### src/rtl/npu_pkg.sv
// -----------------------------------------------------------------------------
// npu_pkg
// Shared declarations for the NPU output path.
//   piso_state_e : two-state serialiser FSM encoding (IDLE=0, SHIFT=1)
//   piso_nbytes  : number of BYTE_W beats in one NUM_CH*CH_W word
//   piso_cnt_w   : beat counter width, clog2(nbytes) with a floor of 1
// -----------------------------------------------------------------------------
package npu_pkg;

   typedef enum logic {
      IDLE  = 1'b0,
      SHIFT = 1'b1
   } piso_state_e;

   function automatic int unsigned piso_nbytes(input int unsigned num_ch,
                                               input int unsigned ch_w,
                                               input int unsigned byte_w);
      return (num_ch * ch_w) / byte_w;
   endfunction

   // A single-beat word still needs a 1-bit counter so the vector is legal.
   function automatic int unsigned piso_cnt_w(input int unsigned nbytes);
      return (nbytes <= 1) ? 1 : $clog2(nbytes);
   endfunction

endpackage

### src/rtl/piso_out_nch.sv
// -----------------------------------------------------------------------------
// piso_out_nch
// Captures NUM_CH packed MAC channels in one load and serialises them as
// BYTE_W-bit beats, MSB first (channel 0 occupies the top slice of MAC_IN).
// The first beat is presented straight from the shift register in the cycle
// after the load edge. A final-beat acceptance coinciding with a load request
// reloads without an idle bubble.
//
// Optional feature: define PISO_OUT_PARITY_EN to add D_PAR (XOR of D_OUT).
//
// Ports
//   CLKEXT        in   clock, rising edge
//   RST_GLO       in   asynchronous active-high reset
//   CLR_PISO_OUT  in   synchronous clear, overrides everything else
//   EN_PISO_OUT   in   load request
//   MAC_IN        in   NUM_CH*CH_W packed channels
//   SHIFT_OUT     in   consumer ready
//   D_OUT         out  current beat (0 while idle)
//   D_VALID       out  D_OUT holds a valid beat
//   BUSY          out  serialisation in progress
//   DONE          out  one-cycle pulse after the final beat is accepted
//   LOAD_ERR      out  one-cycle pulse when a load request is dropped
//   D_PAR         out  even parity of D_OUT (PISO_OUT_PARITY_EN only)
// -----------------------------------------------------------------------------
module piso_out_nch
   import npu_pkg::*;
#(
   parameter int unsigned NUM_CH = 2,
   parameter int unsigned CH_W   = 16,
   parameter int unsigned BYTE_W = 8
) (
   input  logic                     CLKEXT,
   input  logic                     RST_GLO,
   input  logic                     CLR_PISO_OUT,
   input  logic                     EN_PISO_OUT,
   input  logic [NUM_CH*CH_W-1:0]   MAC_IN,
   input  logic                     SHIFT_OUT,
   output logic [BYTE_W-1:0]        D_OUT,
   output logic                     D_VALID,
   output logic                     BUSY,
   output logic                     DONE,
   output logic                     LOAD_ERR
`ifdef PISO_OUT_PARITY_EN
   ,
   output logic                     D_PAR
`endif
);

   localparam int unsigned TOT_W  = NUM_CH * CH_W;
   localparam int unsigned NBYTES = piso_nbytes(NUM_CH, CH_W, BYTE_W);
   localparam int unsigned CNT_W  = piso_cnt_w(NBYTES);
   localparam logic [CNT_W-1:0] LAST_CNT = CNT_W'(NBYTES - 1);

   piso_state_e        state_q, state_d;
   logic [TOT_W-1:0]   sreg_q, sreg_d;
   logic [CNT_W-1:0]   cnt_q, cnt_d;
   logic               done_q, done_d;
   logic               load_err_q, load_err_d;

   logic               accept;
   logic               last_accept;

   assign accept      = (state_q == SHIFT) && SHIFT_OUT;
   assign last_accept = accept && (cnt_q == LAST_CNT);

   // ------------------------------------------------------------------
   // Next-state logic
   // ------------------------------------------------------------------
   always_comb begin
      state_d    = state_q;
      sreg_d     = sreg_q;
      cnt_d      = cnt_q;
      done_d     = 1'b0;
      load_err_d = 1'b0;

      if (CLR_PISO_OUT) begin
         // Abort: no DONE for the discarded word, pending pulses cleared.
         state_d = IDLE;
         sreg_d  = '0;
         cnt_d   = '0;
      end else begin
         unique case (state_q)
            IDLE: begin
               if (EN_PISO_OUT) begin
                  sreg_d  = MAC_IN;
                  cnt_d   = '0;
                  state_d = SHIFT;
               end
            end

            SHIFT: begin
               if (last_accept) begin
                  done_d = 1'b1;
                  if (EN_PISO_OUT) begin
                     // Back-to-back reload: next word's first beat follows
                     // immediately.
                     sreg_d  = MAC_IN;
                     cnt_d   = '0;
                     state_d = SHIFT;
                  end else begin
                     // All bits have been shifted out already; clearing
                     // explicitly keeps D_OUT at zero while idle.
                     sreg_d  = '0;
                     cnt_d   = '0;
                     state_d = IDLE;
                  end
               end else begin
                  if (accept) begin
                     sreg_d = sreg_q << BYTE_W;
                     cnt_d  = cnt_q + CNT_W'(1);
                  end
                  // Load while mid-word is dropped; contents keep going.
                  if (EN_PISO_OUT) begin
                     load_err_d = 1'b1;
                  end
               end
            end

            default: begin
               state_d = IDLE;
               sreg_d  = '0;
               cnt_d   = '0;
            end
         endcase
      end
   end

   // ------------------------------------------------------------------
   // State registers
   // ------------------------------------------------------------------
   always_ff @(posedge CLKEXT or posedge RST_GLO) begin
      if (RST_GLO) begin
         state_q    <= IDLE;
         sreg_q     <= '0;
         cnt_q      <= '0;
         done_q     <= 1'b0;
         load_err_q <= 1'b0;
      end else begin
         state_q    <= state_d;
         sreg_q     <= sreg_d;
         cnt_q      <= cnt_d;
         done_q     <= done_d;
         load_err_q <= load_err_d;
      end
   end

   // ------------------------------------------------------------------
   // Outputs, all taken directly from registers
   // ------------------------------------------------------------------
   assign D_OUT    = sreg_q[TOT_W-1 -: BYTE_W];
   assign D_VALID  = (state_q == SHIFT);
   assign BUSY     = (state_q == SHIFT);
   assign DONE     = done_q;
   assign LOAD_ERR = load_err_q;

`ifdef PISO_OUT_PARITY_EN
   // D_OUT is zero while idle, so parity is zero there as well.
   assign D_PAR = ^D_OUT;
`endif

endmodule

### config.mk
export PLATFORM = sky130hd
export DESIGN_NAME = piso_out_nch
export DESIGN_NICKNAME = d
export VERILOG_FILES = /design/src/rtl/npu_pkg.sv /design/src/rtl/piso_out_nch.sv
export SDC_FILE = /design/constraint.sdc
export NUM_CORES = 1
export LEC_CHECK = 0
export CORE_ASPECT_RATIO = 0.5
export CORE_MARGIN = 2
export CORE_UTILIZATION = 27
export CTS_CLUSTER_SIZE = 28
export DETAILED_ROUTE_END_ITERATION = 8
export SETUP_SLACK_MARGIN = 0.5
export SYNTH_ARGS = -nofsm -noshare
export SYNTH_HDL_FRONTEND = slang
export SYNTH_SLANG_ARGS = --single-unit
### constraint.sdc
create_clock -name CLKEXT -period 3.9 [get_ports CLKEXT]
set_clock_uncertainty 0.05 [all_clocks]
set_input_delay 0.78 -clock CLKEXT [delete_from_list [all_inputs] [get_ports CLKEXT]]
set_output_delay 0.78 -clock CLKEXT [all_outputs]
set_load 0.02 [all_outputs]
==> results.md <==
- Dpl hpwl: between 3 and 4 mm
- Synth unique cells: 29
- Seq/Total Area, Yosys: 40.3%
- CORE AREA: a little over 8000 sq um
- Most common cell after layout, fill and taps aside: clkdlybuf4s50_1
- F_max: 396 MHz
- Die footprint: 9310 sq um
- Worst Hold End: sreg_q[0]$_DFFE_PP0P_
- Routed WL: roughly 5.6 mm
- P&R area growth vs syn: 24.9%
- GRT Residual Overflow: 0
- Vias in the first global route: roughly 1900
- Post-CTS Setup Inserts: 0
- Die H: 69.2 um
- Crit-path max FO: 24
- Critical Path End Type: flop
- Mapped cell area: 2300 sq um
- CTS tree: yes
- Worst Hold Path Cells: 1
- I/O Pins: between 40 and 50
- Worst hold start: sreg_q[0]$_DFFE_PP0P_
- Kind of critical path: in2reg
- RSZ-0062 raised after global routing: false
- R2R cell count: 5
- Clock Latency Late Sink: ~0.28 ns
- R2r setup slk: 2.03 ns
- Antenna diodes: 0
- Fin. max-slew vios: 0
- Crit start category: primary input
- Die width: 134 um
- Static Leak: 1.14 nW
- Post-synth EDFFs: 0
- Max Buffers Root-to-Sink: 2
- Drt first pass iters: 4
- Power Dens Cells: roughly 370 nW/um^2
- Final period util: 64.8%
- H-tree depth: 2
- Post-route minimum period: between 2 and 3 ns
- WP data required: between 3 and 4 ns
- Worst-Margin Slew: ~0.67 ns
- Synth Flop Type: dfrtp_1
- Worst-path clk slew: roughly 0.06 ns
- YS warnings: 0
- Clock sinks: 37
- Yosys reg bits: 37
- Commonest cells after routing, fill and taps aside: 48 x clkdlybuf4s50_1, 44 x nor2_1, 37 x dfrtp_1, 27 x nor2b_1, 24 x a311oi_1
- Max_cap viols: 0
- Finish-stage setup viols: 0
- First-pass GRT wire length: around 9.4 mm
- Initial antenna violation count: 0
- Peak supply drop: 157 uV
- IO buf count: 48
- Reg-to-reg critical path startpoint: cnt_q[0]$_DFFE_PP0P_
- Final Hold Fails: 0
- Hold buffers post-CTS: 0
- Fin util: a little over a third
- R2r endpoint: sreg_q[6]$_DFFE_PP0P_
- Num rows: 23
- Antenna-violating nets left: 0
- Layout cells sized above 1: ~15%
- Arr. time, crit path: roughly 2.6 ns
- Initial drt markers: roughly 100
- Max_slew headroom: a little under three fifths
- Starting Density: 28.2%
- All-Layer GR Usage: around 12%
- Async set or reset register ratio after synthesis: between 90% and 100%
- Final hold slack: between 0.4 and 0.5 ns
- Largest net degree at the start of global routing: 50
- Setup TNS: 0 ns
- DR WL/cell: about 15 um
- TritonCTS buffer count: 5
- Vias per cell: ~4.9
- Hold Path Class: reg2reg
- Layout Nets: 292
- PostCTS Resize Cnt: 0
- Post-synthesis average cell area: between 10 and 15 sq um
- Routed vias: around 1800
- Post-synth net total: 262
- Residual DRC count: 0
- Final RePlAce weighted congestion: just under 0.7
- Outcome: completed
- Root buffer cell: clkbuf_16
- Mapped Cells: around 220
[layout make-up]
cell class	instances	area, sq um
Inverter	1	3.75
Fill cell	795	5270
Clock buffer	6	139
Tap cell	112	140
Clock inverter	2	13.8
Sequential cell	37	926
Multi-Input combinational cell	155	1120
Timing Repair Buffer	54	526
[power breakdown]
part	internal [W]	switching [W]	leakage, nW
Clock	0.000254	0.000160	0.0768
Sequential	0.000412	0.0000161	0.489
Combinational	0.000103	0.000111	0.569
[Yosys cell counts, types with 2 or more instances]
library cell	count	area (sq um)
nor2_1	44	165
dfrtp_1	37	926
nor2b_1	27	169
a311oi_1	24	210
buf_4	15	113
nor4_2	10	125
buf_2	9	45.0
a2111oi_2	8	120
a211oi_1	8	60.1
a22o_1	8	70.1
nor4_1	6	37.5
and2b_1	5	37.5
buf_6	4	45.0
a22oi_1	2	15.0
buf_12	2	40.0
nand2b_1	2	12.5
[registers in the layout, indices dropped and copies added (netlist names)]
name      flops
sreg_q       32
BUSY          1
DONE          1
cnt_q         2
LOAD_ERR      1
[worst max-delay path, stage by stage]
cell and delay, ns:
clkdlybuf4s50_1 0.83, nand2_2 0.43, a311oi_1 0.48, nor4_2 0.09
[cell families (layout without fill, tap and decap cells)]
kind of cell | Yosys count | count (layout) | synth area share (%)
adders and majority gates | 1 | 1 | 0.544
xor gates and xnor gates | 1 | 1 | 0.381
AOI/OAI and AO/OA | 52 | 52 | 21.3
and+or+nand+nor | 99 | 99 | 25.5
buffers and inverters | 32 | 63 | 10.9
DFF | 37 | 37 | 40.3
muxes | 2 | 2 | 1.14
[through the flow]
| step | cells | area, sq um | worst slack, ns | total power (W) |
|---|---|---|---|---|
| 2_1_floorplan | 224 | 2300 | 2.20 | 0.000583 |
| 3_3_place_gp | 359 | 2720 | 1.22 | 0.000644 |
| 3_5_place_dp | 359 | 2720 | 1.12 | 0.000649 |
| 4_1_cts | 367 | 2870 | 1.41 | 0.00106 |
| 5_1_grt | 367 | 2870 | 1.25 | 0.00110 |
| 6_report | 367 | 2870 | 1.37 | 0.00106 |
[layer usage]
metal  up-vias  wire length, um  track usage, %
met3         4              190            2.70
met4         0               54            3.74
met5         -                0               0
met1       885             2690            16.6
li1        887                -               -
met2        30             2640            19.9
[worst max path at each step]
stage / slack [ns] / to / startpoint / cells past startpoint
global placement: 1.22 / sreg_q[31]$_DFFE_PP0P_ / SHIFT_OUT / 4
floorplan: 2.20 / sreg_q[31]$_DFFE_PP0P_ / EN_PISO_OUT / 5
global route: 1.25 / sreg_q[31]$_DFFE_PP0P_ / SHIFT_OUT / 4
finish: 1.37 / sreg_q[11]$_DFFE_PP0P_ / SHIFT_OUT / 4
CTS: 1.41 / sreg_q[11]$_DFFE_PP0P_ / SHIFT_OUT / 4
detailed placement: 1.12 / sreg_q[31]$_DFFE_PP0P_ / SHIFT_OUT / 4
No activity file was read; power rests on OpenSTA's default activity.
